===== src/rtl/mul_pkg.sv =====
// Shared types and helpers for the sequential shift-add multiplier.
// Holds the FSM state encoding and the step-counter width function.
package mul_pkg;

    typedef enum logic {
        IDLE = 1'b0,
        BUSY = 1'b1
    } state_t;

    function automatic int cnt_width(input int w);
        return (w < 2) ? 1 : $clog2(w);
    endfunction

endpackage


===== src/rtl/mul_step.sv =====
// One shift-add step: conditionally add or subtract the shifted partial.
// Purely combinational; all state lives in the parent.
module mul_step #(
    parameter int W = 16
) (
    input  logic [W-1:0] i_acc,
    input  logic [W-1:0] i_partial,
    input  logic         i_bit,
    input  logic         i_sub,
    output logic [W-1:0] o_acc
);

    always_comb begin
        o_acc = i_acc;
        if (i_bit) begin
            o_acc = i_sub ? (i_acc - i_partial) : (i_acc + i_partial);
        end
    end

endmodule


===== src/rtl/seq_multiplier.sv =====
// Sequential signed/unsigned multiplier, one multiplier bit per clock.
// Result is registered and only updated on the done edge.
module seq_multiplier
    import mul_pkg::*;
#(
    parameter int WIDTH = 8
) (
    input  logic               clk,
    input  logic               arst,
    input  logic               start,
    input  logic [WIDTH-1:0]   a,
    input  logic [WIDTH-1:0]   b,
    input  logic               signed_mode,
    output logic               ready,
    output logic               done,
    output logic [2*WIDTH-1:0] result
);

    localparam int CW = cnt_width(WIDTH);
    localparam int PW = 2 * WIDTH;

    state_t          r_state;
    logic [WIDTH-1:0] r_a;
    logic [WIDTH-1:0] r_b;
    logic            r_sgn;
    logic [CW-1:0]   r_cnt;
    logic [PW-1:0]   r_acc;
    logic [PW-1:0]   r_result;
    logic            r_done;

    logic [PW-1:0]   w_a_ext;
    logic [PW-1:0]   w_partial;
    logic [PW-1:0]   w_acc_nxt;
    logic            w_bit;
    logic            w_last;
    logic            w_sub;

    assign w_a_ext   = {{WIDTH{r_sgn & r_a[WIDTH-1]}}, r_a};
    assign w_partial = w_a_ext << r_cnt;
    assign w_bit     = r_b[r_cnt];
    assign w_last    = (r_cnt == CW'(WIDTH - 1));
    // The multiplier's sign bit carries weight -2^(WIDTH-1) in signed mode.
    assign w_sub     = r_sgn & w_last;

    mul_step #(
        .W (PW)
    ) u_step (
        .i_acc     (r_acc),
        .i_partial (w_partial),
        .i_bit     (w_bit),
        .i_sub     (w_sub),
        .o_acc     (w_acc_nxt)
    );

    always_ff @(posedge clk or posedge arst) begin
        if (arst) begin
            r_state  <= IDLE;
            r_a      <= '0;
            r_b      <= '0;
            r_sgn    <= 1'b0;
            r_cnt    <= '0;
            r_acc    <= '0;
            r_result <= '0;
            r_done   <= 1'b0;
        end else begin
            r_done <= 1'b0;
            case (r_state)
                IDLE: begin
                    if (start) begin
                        r_a     <= a;
                        r_b     <= b;
                        r_sgn   <= signed_mode;
                        r_acc   <= '0;
                        r_cnt   <= '0;
                        r_state <= BUSY;
                    end
                end
                BUSY: begin
                    r_acc <= w_acc_nxt;
                    r_cnt <= r_cnt + 1'b1;
                    if (w_last) begin
                        r_result <= w_acc_nxt;
                        r_done   <= 1'b1;
                        r_state  <= IDLE;
                    end
                end
                default: r_state <= IDLE;
            endcase
        end
    end

    assign ready  = (r_state == IDLE);
    assign done   = r_done;
    assign result = r_result;

endmodule


===== config.mk =====
export PLATFORM = sky130hd
export DESIGN_NAME = seq_multiplier
export DESIGN_NICKNAME = d
export VERILOG_FILES = /design/src/rtl/mul_pkg.sv /design/src/rtl/mul_step.sv /design/src/rtl/seq_multiplier.sv
export SDC_FILE = /design/constraint.sdc
export NUM_CORES = 1
export LEC_CHECK = 0
export BUFFER_PORTS_ARGS = -buffer_cell sky130_fd_sc_hd__buf_2
export CAP_MARGIN = 40
export CORE_AREA = 2 2 88 154
export DETAILED_ROUTE_END_ITERATION = 16
export DIE_AREA = 0 0 90 156
export SLEW_MARGIN = 20
export SYNTH_ARGS = -nofsm -noshare
export SYNTH_HDL_FRONTEND = slang
export SYNTH_SLANG_ARGS = --single-unit

===== constraint.sdc =====
create_clock -name clk -period 4 [get_ports clk]
set_input_delay 0 -clock clk [delete_from_list [all_inputs] [get_ports clk]]
set_output_delay 0 -clock clk [all_outputs]
set_load 0.05 [all_outputs]

==> qor.json, run 1 <==
{
  "run_status": "complete, but fails checks",
  "violations": "negative setup slack",
  "wl_per_cell_um": 14.4,
  "die-area_mm2": 0.0140,
  "finalCoreUtilization_pct": 39.2,
  "post_synth_inst_count": 402,
  "cts.sink_count": 54,
  "die_h_um": 156,
  "syn_avg_cell_area_um2": 9.35,
  "dp_hpwl_mm": 7.53,
  "worst-setup-path-type": "reg -> reg",
  "postPlaceCellArea_mm2": 0.00450,
  "globalRouteTotalUtil_pct": 13.8,
  "initial_antenna_violation_count": 0,
  "ant_nets": 0,
  "n_fill_cell": 1322,
  "clk_path_buf_depth": 2,
  "cp-start-kind": "flip-flop",
  "clkLatencyLatePin_ns": 0.30,
  "grt_overflow": 0,
  "drive_above_1_share_pct": 32.1,
  "grt_setup_unrepaired": "true",
  "number_of_levels_the_h_tree_was_split_into": 2,
  "detailedRoute.firstPassIterationCount": 6,
  "grt_max_degree": 55,
  "syn_area_mm2": 0.00376,
  "timing.final.setup_violations": 2,
  "tightest_slew_ns": 0.680,
  "skew_ns": 0.00733,
  "asyncSetResetFlopFracSynth_pct": 100,
  "drt_iter0_drc": 70,
  "via_count_of_the_first_global_routing_pass": 3407,
  "crit_arrival_ns": 4.18,
  "clkTransAtPathRegs_ns": 0.07,
  "clock-root-buffer": "sky130_fd_sc_hd__clkbuf_16",
  "gp_congestion": 0.892,
  "tritoncts": "built",
  "synth_enable_flop_cells": 0,
  "layout_min_cycle_time_ns": 4.03,
  "synth-main-ff-cell": "sky130_fd_sc_hd__dfrtp_1",
  "grt_pass1_wl_mm": 16.0,
  "timing.hold.worst.class": "in -> async",
  "final.setup.worst_slack_ns": -0.0286,
  "route.detailed.vias_per_inst": 4.90,
  "finalCritPeriodShare_pct": 101,
  "floorplan.core_area_mm2": 0.0128,
  "io_buffer_count": 37,
  "required_time_of_the_worst_setup_path_ns": 4.15,
  "synth.ff_latch_count": 54,
  "slew_headroom_pct": 54.7,
  "synth_fp_nets": 441,
  "final_max_slew_viols": 0,
  "whs_ns": 0.429,
  "worst-path-max-fanout": 5,
  "dp.cells": 645,
  "final-instance-count-excl-fill": 679,
  "floorplan.die.width_um": 90,
  "final_design_area_no_fill_mm2": 0.00501,
  "design.final.nets": 546,
  "timing_hold_violations_final": 0,
  "max_clock_freq_ghz": 0.248,
  "synth_sequential_area_ratio_pct": 35.9,
  "worst_setup_path_end_kind": "flip-flop",
  "placement_rows": 55,
  "floorplan.initialDensity_pct": 29.4,
  "n_antenna_cell": 0,
  "cts_inserted_buffers": 5,
  "synthDistinctLibCells": 57,
  "drc_violations_left": 0,
  "yosys_warnings": 0,
  "pin_count": 38,
  "drt_wl_total_mm": 9.76,
  "number_of_maximum_capacitance_constraint_violations": 0,
  "flow.area_growth_from_synthesis_pct": 33.3,
  "reg_to_reg_setup_timing_slack_ns": -0.03,
  "vias": 3326
}
## cell families (layout without fill, tap and decap cells)
family                   after synthesis  after routing  synth area share, %
flip-flops                            54             54                 35.9
XOR/XNOR                              26             26                 6.06
multiplexers                          42             42                 14.0
buffers and inverters                 31            137                 3.49
AND/OR/NAND/NOR                      120            120                 14.9
AO/OA/AOI/OAI                        110            110                 19.1
adder cells (fa/ha/maj)               19             19                 6.52
## area by class of cell
type                       count  area [um2]  area share, %
timing repair buffer         118         852           17.0
clock inverter                 1        8.76          0.175
multi-input combinational    317        2390           47.7
inverter                      11        41.3          0.824
tap                          171         214           4.27
clock buffer                   7         153           3.04
sequential                    54        1350           27.0
## registers in the layout, indices dropped and copies added (netlist names)
register	flops
done	1
r_a	8
r_acc	16
r_b	8
r_cnt	3
r_sgn	1
r_state	1
result	16
## path summary, 6_finish.rpt
kind                            depth (start not counted)                    end                  start
worst min register to register                          2  result[9]$_DFFE_PP0P_  result[9]$_DFFE_PP0P_
min in group clk                                        3      r_sgn$_DFFE_PP0P_            signed_mode
worst min-delay path                                    4     r_b[0]$_DFFE_PP0P_                   arst
worst max-delay path                                   16  r_acc[15]$_DFFE_PP0P_   r_cnt[0]$_DFFE_PP0P_
worst max register to register                         16  r_acc[15]$_DFFE_PP0P_   r_cnt[0]$_DFFE_PP0P_
max in group asynchronous                               4   r_cnt[0]$_DFFE_PP0P_                   arst
## synth_stat cells, drive strengths merged (2+ instances only)
library cell / instances / area share, %
a2111oi: 3 / 0.70
a211oi: 5 / 1.1
a21o: 3 / 0.60
a21oi: 28 / 3.7
a22o: 6 / 1.4
a31oi: 4 / 0.67
a32o: 2 / 0.53
a32oi: 3 / 0.90
and3: 6 / 1.0
buf: 6 / 1.0
clkbuf: 14 / 1.4
clkinv: 2 / 0.20
dfrtp: 54 / 36
ha: 18 / 6.0
inv: 9 / 0.90
mux2: 23 / 6.9
mux2i: 13 / 3.5
mux4: 6 / 3.7
nand2: 46 / 4.6
nand2b: 2 / 0.33
nand3: 5 / 0.67
nand3b: 2 / 0.40
nor2: 33 / 3.5
nor2b: 9 / 1.5
nor3: 6 / 0.80
nor3b: 3 / 0.60
o21a: 3 / 0.60
o21ai: 37 / 4.9
o21bai: 3 / 0.60
o31ai: 4 / 0.93
or2: 2 / 0.33
or3: 2 / 0.33
xnor2: 15 / 3.5
xor2: 11 / 2.6
## worst max-delay path: stages, from the launching register on
cell                        delay (ns)
sky130_fd_sc_hd__dfrtp_2          0.42
sky130_fd_sc_hd__mux4_2           0.52
sky130_fd_sc_hd__and2b_1          0.25
sky130_fd_sc_hd__o21ai_1          0.08
sky130_fd_sc_hd__or3b_4           0.40
sky130_fd_sc_hd__o31ai_4          0.22
sky130_fd_sc_hd__a31oi_1          0.13
sky130_fd_sc_hd__xnor2_1          0.15
sky130_fd_sc_hd__ha_1             0.30
sky130_fd_sc_hd__a21o_1           0.19
sky130_fd_sc_hd__a21oi_2          0.15
sky130_fd_sc_hd__nor2b_1          0.08
sky130_fd_sc_hd__a311oi_2         0.27
sky130_fd_sc_hd__nand2_2          0.13
sky130_fd_sc_hd__and3_4           0.20
sky130_fd_sc_hd__a2111oi_4        0.25
sky130_fd_sc_hd__o211ai_1         0.14
## metal layers
metal	GRT usage, %	up-vias	wire, um
met5	0	-	0
met4	5.93	0	339
met3	1.59	23	212
met2	28.2	47	5620
met1	13.7	1603	3590
li1	-	1653	-
## per-stage QoR
step	setup TNS, ns	setup slack (ns)
finish	-0.0509	-0.0286
global route	-0.590	-0.203
CTS	-0.0551	-0.0414
detailed placement	-0.709	-0.172
global placement	-0.363	-0.108
floorplan	0	0.00548
## cells in the final DEF, fill, tap and decap left out, types with 3 or more instances in the layout
master / instances
sky130_fd_sc_hd__a22o_1: 6
sky130_fd_sc_hd__nand3_1: 5
sky130_fd_sc_hd__mux2_2: 23
sky130_fd_sc_hd__a21oi_2: 3
sky130_fd_sc_hd__buf_4: 60
sky130_fd_sc_hd__buf_2: 37
sky130_fd_sc_hd__a21oi_1: 25
sky130_fd_sc_hd__nand2_1: 45
sky130_fd_sc_hd__inv_1: 8
sky130_fd_sc_hd__clkbuf_16: 5
sky130_fd_sc_hd__a21o_1: 3
sky130_fd_sc_hd__dlygate4sd3_1: 19
sky130_fd_sc_hd__xor2_1: 10
sky130_fd_sc_hd__mux2i_1: 13
sky130_fd_sc_hd__nor2_1: 32
sky130_fd_sc_hd__nor3_1: 6
sky130_fd_sc_hd__xnor2_1: 15
sky130_fd_sc_hd__o21ai_0: 33
sky130_fd_sc_hd__nor2b_1: 8
sky130_fd_sc_hd__and3_1: 4
sky130_fd_sc_hd__o21bai_1: 3
sky130_fd_sc_hd__ha_1: 18
sky130_fd_sc_hd__mux4_2: 6
sky130_fd_sc_hd__a31oi_1: 3
sky130_fd_sc_hd__o21ai_1: 4
sky130_fd_sc_hd__o21a_1: 3
sky130_fd_sc_hd__a211oi_1: 4
sky130_fd_sc_hd__nor3b_1: 3
sky130_fd_sc_hd__dfrtp_1: 52
## what timing repair did
| item | CTS | global route |
|---|---|---|
| hold buffers | 19 | 0 |
| endpoints found under the hold margin | 73 | 0 |
| pin swaps | 7 | 9 |
| endpoints found under the setup margin | 7 | 10 |
| resized for setup | 7 | 18 |
| buffers inserted | 1 | 6 |
Power of run 1 is left out: the tool's default activity adds up to more than one toggle a clock period on the data nets, which glitch-free logic cannot reach.
==> run 2, diff against run 1 <==
Settings changed: CELL_PAD_IN_SITES_DETAIL_PLACEMENT from default to 2, CELL_PAD_IN_SITES_GLOBAL_PLACEMENT from default to 2, PLACE_DENSITY_LB_ADDON from default to 0.1.
==> run 2 against run 1 <==
Compared with the run above: the run still ends with negative setup slack left; wire length increased by 25%; clock skew decreased by 0.00060 ns; final cell count rose by 1.9%; die area is the same; sequential cell count did not move; core utilization rose by 1.6 points; critical path depth is the same; worst hold slack gained 0.012 ns; register-to-register slack got worse by 0.07 ns; global-route usage is 3.9 points higher; critical endpoint is now result[15]$_DFFE_PP0P_.
==> qor.json, run 2 (synthesis gave the netlist of run 1 again) <==
{
  "run_status": "complete, but fails checks",
  "violations": "negative setup slack",
  "clkLatencyLatePin": {"value": 0.30, "unit": "ns", "change": "about the same"},
  "critical-path-max-stage-delay": {"value": 0.52, "unit": "ns", "change": "about the same"},
  "whs": {"value": 0.441, "unit": "ns", "change": "+0.0115 ns"},
  "worst-setup-path-type": "reg -> reg",
  "timing.hold.worst.class": "in -> async",
  "slew_headroom": {"value": 52.8, "unit": "%", "change": "-1.9 points"},
  "required_time_of_the_worst_setup_path": {"value": 4.22, "unit": "ns", "change": "+0.07 ns"},
  "floorplan.die.width": {"value": 90, "unit": "um", "change": "unchanged"},
  "cp_slowest_cell": "sky130_fd_sc_hd__mux4_2",
  "io_buffer_count": {"value": 37, "change": "unchanged"},
  "grt_pass1_wl": {"value": 19.8, "unit": "mm", "change": "+24%"},
  "skew": {"value": 0.00672, "unit": "ns", "change": "-0.000604 ns"},
  "initial_antenna_violation_count": {"value": 0, "change": "unchanged"},
  "critical_path_buf_inv_count": {"value": 1, "change": "+1"},
  "critical_path.most_common_cell": "sky130_fd_sc_hd__a21oi_2",
  "drc_violations_left": {"value": 0, "change": "unchanged"},
  "n_fill_cell": {"value": 1469, "change": "+11%"},
  "layout.cells.most_common_list": "sky130_fd_sc_hd__buf_4, sky130_fd_sc_hd__dfrtp_1, sky130_fd_sc_hd__nand2_1",
  "cts.sink_count": {"value": 54, "change": "unchanged"},
  "layout.cells.most_common": "sky130_fd_sc_hd__buf_4",
  "tightest_slew": {"value": 0.708, "unit": "ns", "change": "+0.0278 ns"},
  "crit_path_cell_trace": "buf_6 -> mux4_2 -> a21oi_2 -> or3b_4 -> o31ai_4 -> a31oi_2 -> xnor2_1 -> ha_1 -> a21o_1 -> a21oi_2 -> nor2b_1 -> a311oi_2 -> nand2_2 -> xor2_2 -> or3_1 -> a31oi_1",
  "placement_rows": {"value": 55, "change": "unchanged"},
  "tritoncts": "built",
  "grt_max_degree": {"value": 55, "change": "unchanged"},
  "finalCritPeriodShare": {"value": 102, "unit": "%", "change": "+1.7 points"},
  "cts_inserted_buffers": {"value": 5, "change": "unchanged"},
  "number_of_maximum_capacitance_constraint_violations": {"value": 0, "change": "unchanged"},
  "pin_count": {"value": 38, "change": "unchanged"},
  "cp-start-kind": "flip-flop",
  "max_clock_freq": {"value": 0.244, "unit": "GHz", "change": "-1.6%"},
  "final_max_slew_viols": {"value": 0, "change": "unchanged"},
  "vias": {"value": 3422, "change": "+2.9%"},
  "via_count_of_the_first_global_routing_pass": {"value": 3832, "change": "+12%"},
  "worst_setup_path_end_kind": "flip-flop",
  "clock-root-buffer": "sky130_fd_sc_hd__clkbuf_16",
  "globalRouteTotalUtil": {"value": 17.8, "unit": "%", "change": "+3.9 points"},
  "dp_hpwl": {"value": 9.52, "unit": "mm", "change": "+26%"},
  "crit_arrival": {"value": 4.31, "unit": "ns", "change": "+0.13 ns"},
  "grt_setup_unrepaired": "true",
  "timing.final.setup_violations": {"value": 2, "change": "unchanged"},
  "design.final.nets": {"value": 559, "change": "+2.4%"},
  "drt_iter0_drc": {"value": 66, "change": "-5.7%"},
  "rr_endpoint": "result[15]$_DFFE_PP0P_",
  "layout_min_cycle_time": {"value": 4.10, "unit": "ns", "change": "+0.0665 ns"},
  "worst-path-max-fanout": {"value": 5, "change": "unchanged"},
  "n_antenna_cell": {"value": 0, "change": "unchanged"},
  "drive_above_1_share": {"value": 36.3, "unit": "%", "change": "+4.2 points"},
  "fin_setup_tns": {"value": -0.119, "unit": "ns", "change": "-0.0685 ns"},
  "clkTransAtPathRegs": {"value": 0.08, "unit": "ns", "change": "about the same"},
  "timing_hold_violations_final": {"value": 0, "change": "unchanged"},
  "final.setup.worst_slack": {"value": -0.0951, "unit": "ns", "change": "-0.0665 ns"},
  "timing.reg2reg.worst_path_depth": {"value": 16, "change": "unchanged"},
  "flow.area_growth_from_synthesis_pct": 38.9,
  "setup_slack_after_placement": {"value": -0.217, "unit": "ns", "change": "-0.0443 ns"},
  "number_of_levels_the_h_tree_was_split_into": {"value": 2, "change": "unchanged"},
  "ant_nets": {"value": 0, "change": "unchanged"},
  "floorplan.initialDensity": {"value": 29.4, "unit": "%", "change": "unchanged"},
  "drt_wl_total": {"value": 12.2, "unit": "mm", "change": "+25%"},
  "die_h": {"value": 156, "unit": "um", "change": "unchanged"},
  "reg_to_reg_setup_timing_slack": {"value": -0.1, "unit": "ns", "change": "-0.07 ns"},
  "wl_per_cell": {"value": 17.7, "unit": "um", "change": "+23%"},
  "gp_congestion": {"value": 0.817, "change": "-8.4%"},
  "grt_overflow": {"value": 0, "change": "unchanged"},
  "reg2reg_from": "r_cnt[0]$_DFFE_PP0P_",
  "floorplan.core_area": {"value": 0.0128, "unit": "mm2", "change": "unchanged"},
  "clk_path_buf_depth": {"value": 2, "change": "unchanged"},
  "detailedRoute.firstPassIterationCount": {"value": 4, "change": "-2"},
  "route.detailed.vias_per_inst": {"value": 4.95, "change": "+0.95%"},
  "die-area": {"value": 0.0140, "unit": "mm2", "change": "unchanged"},
  "cp_delay_by_family_top": "compound AO/OA/AOI/OAI gates"
}
-- run 2: changes by cell type in the layout (fill, tap and decap cells not counted), sizes merged --
cell	change
buf	+13
bufinv	+1
clkbuf	-2
clkinv	-1
clkinvlp	+2
-- run 2: timing repair --
action / CTS / global route
resized for setup: 17 / 30
setup buffers: 5 / 4
hold buffers: 19 / 0
setup endpoints to repair: 10 / 13
pin swaps: 14 / 6
hold endpoints to repair: 72 / 0
-- run 2: layer usage --
metal  track usage [%]  share of wire, %  up-vias
li1                  -                 -     1674
met1              16.8                35     1696
met2              38.2                60       40
met3              1.64               1.4       12
met4              6.23               3.0        0
met5                 0                 0        -
-- run 2: worst register-to-register path, delay by kind of cell, from the launching register on --
kind	cells	cell delay [ns]
and+or+nand+nor	4	1.04
muxes	1	0.52
adders and majority gates	1	0.29
DFF	1	0.39
buffers and inverters	1	0.14
AOI/OAI and AO/OA	7	1.24
xor gates and xnor gates	2	0.38
-- run 2: worst max-delay path by stage --
stage,start,end,slack [ns],depth (start not counted)
4_1_cts,r_cnt[0]$_DFFE_PP0P_,r_acc[15]$_DFFE_PP0P_,-0.003,16
3_5_place_dp,r_cnt[0]$_DFFE_PP0P_,result[15]$_DFFE_PP0P_,-0.22,20
2_1_floorplan,r_a[0]$_DFFE_PP0P_,r_acc[15]$_DFFE_PP0P_,0.005,16
3_3_place_gp,r_cnt[0]$_DFFE_PP0P_,r_acc[15]$_DFFE_PP0P_,-0.08,19
6_report,r_cnt[0]$_DFFE_PP0P_,result[15]$_DFFE_PP0P_,-0.1,16
5_1_grt,r_cnt[0]$_DFFE_PP0P_,result[15]$_DFFE_PP0P_,-0.29,16
-- run 2: layout make-up --
class                           count  area, um2  share of cell area (%)
Tap cell                          171        214                    4.10
Inverter                           11       41.3                   0.791
Clock inverter                      3       45.0                   0.863
Sequential cell                    54       1350                    25.9
Timing Repair Buffer              131        962                    18.4
Multi-Input combinational cell    317       2480                    47.5
Clock buffer                        5        125                    2.40
-- run 2: stage by stage --
step	utilization [%]	cell area [um2]	instances
final	40.8	5220	692
after global placement	35.9	4600	656
after detailed placement	35.9	4600	656
after CTS	39.6	5060	688
after global routing	40.8	5220	692
after floorplan	-	3780	402
Power of run 2 is left out for the same reason.
==> run 3, diff against run 2 <==
Clock period 4 ns to 5 ns, I/O delays scaled along.
==> run 3 against run 2 <==
Compared with the run above: the flow now finishes without violations; design area shrank 12%; sequential share of layout area grew 3.6 points; global-route usage down 1.4 points; die area is the same; sequential cell count unchanged; setup slack gained 0.52 ns; clock skew is 0.0014 ns lower; wire length down 11%; maximum frequency decreased by 11%; count of clock-buffer cells in the layout increased by 1.
==> qor.json, run 3 (synthesis gave the netlist of run 1 again) <==
{
  "timing_hold_violations_final": {"value": 0, "change": "unchanged"},
  "timing.hold.worst.class": "in -> reg",
  "layout_min_cycle_time": {"value": 4.58, "unit": "ns", "change": "+0.484 ns"},
  "final-instance-count-excl-fill": {"value": 634, "change": "-8.4%"},
  "fin_setup_tns": {"value": 0, "unit": "ns", "change": "+0.119 ns"},
  "crit_arrival": {"value": 4.73, "unit": "ns", "change": "+0.42 ns"},
  "cts.sink_count": {"value": 54, "change": "unchanged"},
  "die_h": {"value": 156, "unit": "um", "change": "unchanged"},
  "ant_nets": {"value": 0, "change": "unchanged"},
  "initial_antenna_violation_count": {"value": 0, "change": "unchanged"},
  "worst_setup_path_end_kind": "flip-flop",
  "gp_congestion": {"value": 0.792, "change": "-3.0%"},
  "max_clock_freq": {"value": 0.218, "unit": "GHz", "change": "-11%"},
  "number_of_maximum_capacitance_constraint_violations": {"value": 0, "change": "unchanged"},
  "tightest_slew": {"value": 0.723, "unit": "ns", "change": "+0.0156 ns"},
  "clock-root-buffer": "sky130_fd_sc_hd__clkbuf_16",
  "groute.layer.met2.usage": {"value": 33.8, "unit": "%", "change": "-4.4 points"},
  "cp-start-kind": "flip-flop",
  "wl_per_cell": {"value": 17.2, "unit": "um", "change": "-2.8%"},
  "met3_usage_grt": {"value": 1.74, "unit": "%", "change": "+0.097 points"},
  "layout.area.seq": {"value": 0.00135, "unit": "mm2", "change": "about the same"},
  "globalRouteTotalUtil": {"value": 16.4, "unit": "%", "change": "-1.4 points"},
  "floorplan.core_area": {"value": 0.0128, "unit": "mm2", "change": "unchanged"},
  "grt_busiest_layer": "met2",
  "run_status": "finished, final reports clean",
  "via_count_of_the_first_global_routing_pass": {"value": 3546, "change": "-7.5%"},
  "placement_rows": {"value": 55, "change": "unchanged"},
  "design.final.nets": {"value": 501, "change": "-10%"},
  "pin_count": {"value": 38, "change": "unchanged"},
  "dp.cells": {"value": 607, "change": "-7.5%"},
  "drive_above_1_share": {"value": 22.0, "unit": "%", "change": "-14 points"},
  "grt_max_degree": {"value": 55, "change": "unchanged"},
  "grt_pass1_wl": {"value": 18.5, "unit": "mm", "change": "-6.8%"},
  "grt_util_met1": {"value": 16.8, "unit": "%", "change": "-0.025 points"},
  "layout.cells.most_common_list": "sky130_fd_sc_hd__dfrtp_1, sky130_fd_sc_hd__nand2_1, sky130_fd_sc_hd__buf_2",
  "n_fill_cell": {"value": 1487, "change": "+1.2%"},
  "number_of_levels_the_h_tree_was_split_into": {"value": 2, "change": "unchanged"},
  "clkTransAtPathRegs": {"value": 0.07, "unit": "ns", "change": "about the same"},
  "die-area": {"value": 0.0140, "unit": "mm2", "change": "unchanged"},
  "drt_iter0_drc": {"value": 60, "change": "-9.1%"},
  "worst-setup-path-type": "reg -> reg",
  "layout.cells.most_common": "sky130_fd_sc_hd__dfrtp_1",
  "floorplan.initialDensity": {"value": 29.4, "unit": "%", "change": "unchanged"},
  "io_buffer_count": {"value": 37, "change": "unchanged"},
  "clkLatencyLatePin": {"value": 0.30, "unit": "ns", "change": "about the same"},
  "n_antenna_cell": {"value": 0, "change": "unchanged"},
  "clk_path_buf_depth": {"value": 2, "change": "unchanged"},
  "dp_hpwl": {"value": 8.67, "unit": "mm", "change": "-9.0%"},
  "drc_violations_left": {"value": 0, "change": "unchanged"},
  "cts_inserted_buffers": {"value": 5, "change": "unchanged"},
  "tritoncts": "built",
  "grt_overflow": {"value": 0, "change": "unchanged"},
  "floorplan.die.width": {"value": 90, "unit": "um", "change": "unchanged"},
  "flow.area_growth_from_synthesis_pct": 21.6,
  "route.detailed.vias_per_inst": {"value": 5.06, "change": "+2.3%"},
  "drt_wl_total": {"value": 10.9, "unit": "mm", "change": "-11%"},
  "grt_setup_unrepaired": "false",
  "vias": {"value": 3208, "change": "-6.3%"},
  "detailedRoute.firstPassIterationCount": {"value": 4, "change": "unchanged"},
  "multi_input_area": {"value": 0.00229, "unit": "mm2", "change": "-7.6%"},
  "timing.final.setup_violations": {"value": 0, "change": "-2"},
  "required_time_of_the_worst_setup_path": {"value": 5.15, "unit": "ns", "change": "+0.93 ns"},
  "slew_headroom": {"value": 51.8, "unit": "%", "change": "-1.0 points"},
  "skew": {"value": 0.00534, "unit": "ns", "change": "-0.00138 ns"},
  "final_max_slew_viols": {"value": 0, "change": "unchanged"},
  "worst-path-max-fanout": {"value": 7, "change": "+2"},
  "finalCritPeriodShare": {"value": 91.6, "unit": "%", "change": "-11 points"}
}
## run 3: final cells by class
class / instances / area share [%]
Multi-Input combinational cell: 317 / 50.1
Sequential cell: 54 / 29.5
Timing Repair Buffer: 73 / 11.1
Clock inverter: 2 / 0.821
Inverter: 11 / 0.903
Tap cell: 171 / 4.68
Clock buffer: 6 / 2.82
## run 3: metal layers
metal | up-vias | wire (um)
met5 | - | 0
met4 | 0 | 254
met3 | 9 | 189
met2 | 42 | 6290
met1 | 1590 | 4170
li1 | 1567 | -
## run 3: path summary, 6_finish.rpt
path | start | endpoint | slack, ns | depth (start not counted)
worst max register to register | r_cnt[0]$_DFFE_PP0P_ | r_acc[15]$_DFFE_PP0P_ | 0.42 | 20
min in group asynchronous | arst | r_cnt[2]$_DFFE_PP0P_ | 0.44 | 4
worst min register to register | result[9]$_DFFE_PP0P_ | result[9]$_DFFE_PP0P_ | 0.48 | 2
worst max-delay path | r_cnt[0]$_DFFE_PP0P_ | r_acc[15]$_DFFE_PP0P_ | 0.42 | 20
worst min-delay path | start | r_cnt[2]$_DFFE_PP0P_ | 0.05 | 2
max in group asynchronous | arst | r_acc[15]$_DFFE_PP0P_ | 4.07 | 4
## run 3: through the flow
step	hold slack, ns	instance area, um2	utilization (%)	setup WS (ns)
6_report	0.0509	4570	35.7	0.421
3_5_place_dp	0.235	4200	32.8	0.249
3_3_place_gp	0.230	4200	32.8	0.527
5_1_grt	0.0538	4570	35.7	0.0564
4_1_cts	0.0588	4550	35.5	0.232
2_1_floorplan	0.0863	3760	-	0.748
## run 3: worst max-delay path: stages (launching register included)
cell and delay (ns):
sky130_fd_sc_hd__dfrtp_1 0.42, sky130_fd_sc_hd__buf_4 0.19, sky130_fd_sc_hd__mux2i_1 0.17, sky130_fd_sc_hd__or2_2 0.16, sky130_fd_sc_hd__nor2_1 0.04, sky130_fd_sc_hd__inv_1 0.06, sky130_fd_sc_hd__ha_1 0.18, sky130_fd_sc_hd__o21ai_1 0.09
sky130_fd_sc_hd__or3b_2 0.53, sky130_fd_sc_hd__o31ai_4 0.33, sky130_fd_sc_hd__a31oi_1 0.14, sky130_fd_sc_hd__xnor2_1 0.15, sky130_fd_sc_hd__ha_1 0.34, sky130_fd_sc_hd__a21o_1 0.22, sky130_fd_sc_hd__a21oi_1 0.15, sky130_fd_sc_hd__nor2b_1 0.06
sky130_fd_sc_hd__a311oi_1 0.26, sky130_fd_sc_hd__nand2_1 0.18, sky130_fd_sc_hd__and3_1 0.21, sky130_fd_sc_hd__a2111oi_1 0.39, sky130_fd_sc_hd__o211ai_1 0.15
## run 3: what timing repair did
action                                 4_1_cts  5_1_grt
endpoints found under the hold margin       71        0
setup endpoints to repair                    0        1
gates resized for setup                      0        3
setup buffers                                0        0
hold buffers                                18        0
Power of run 3 is left out for the same reason.
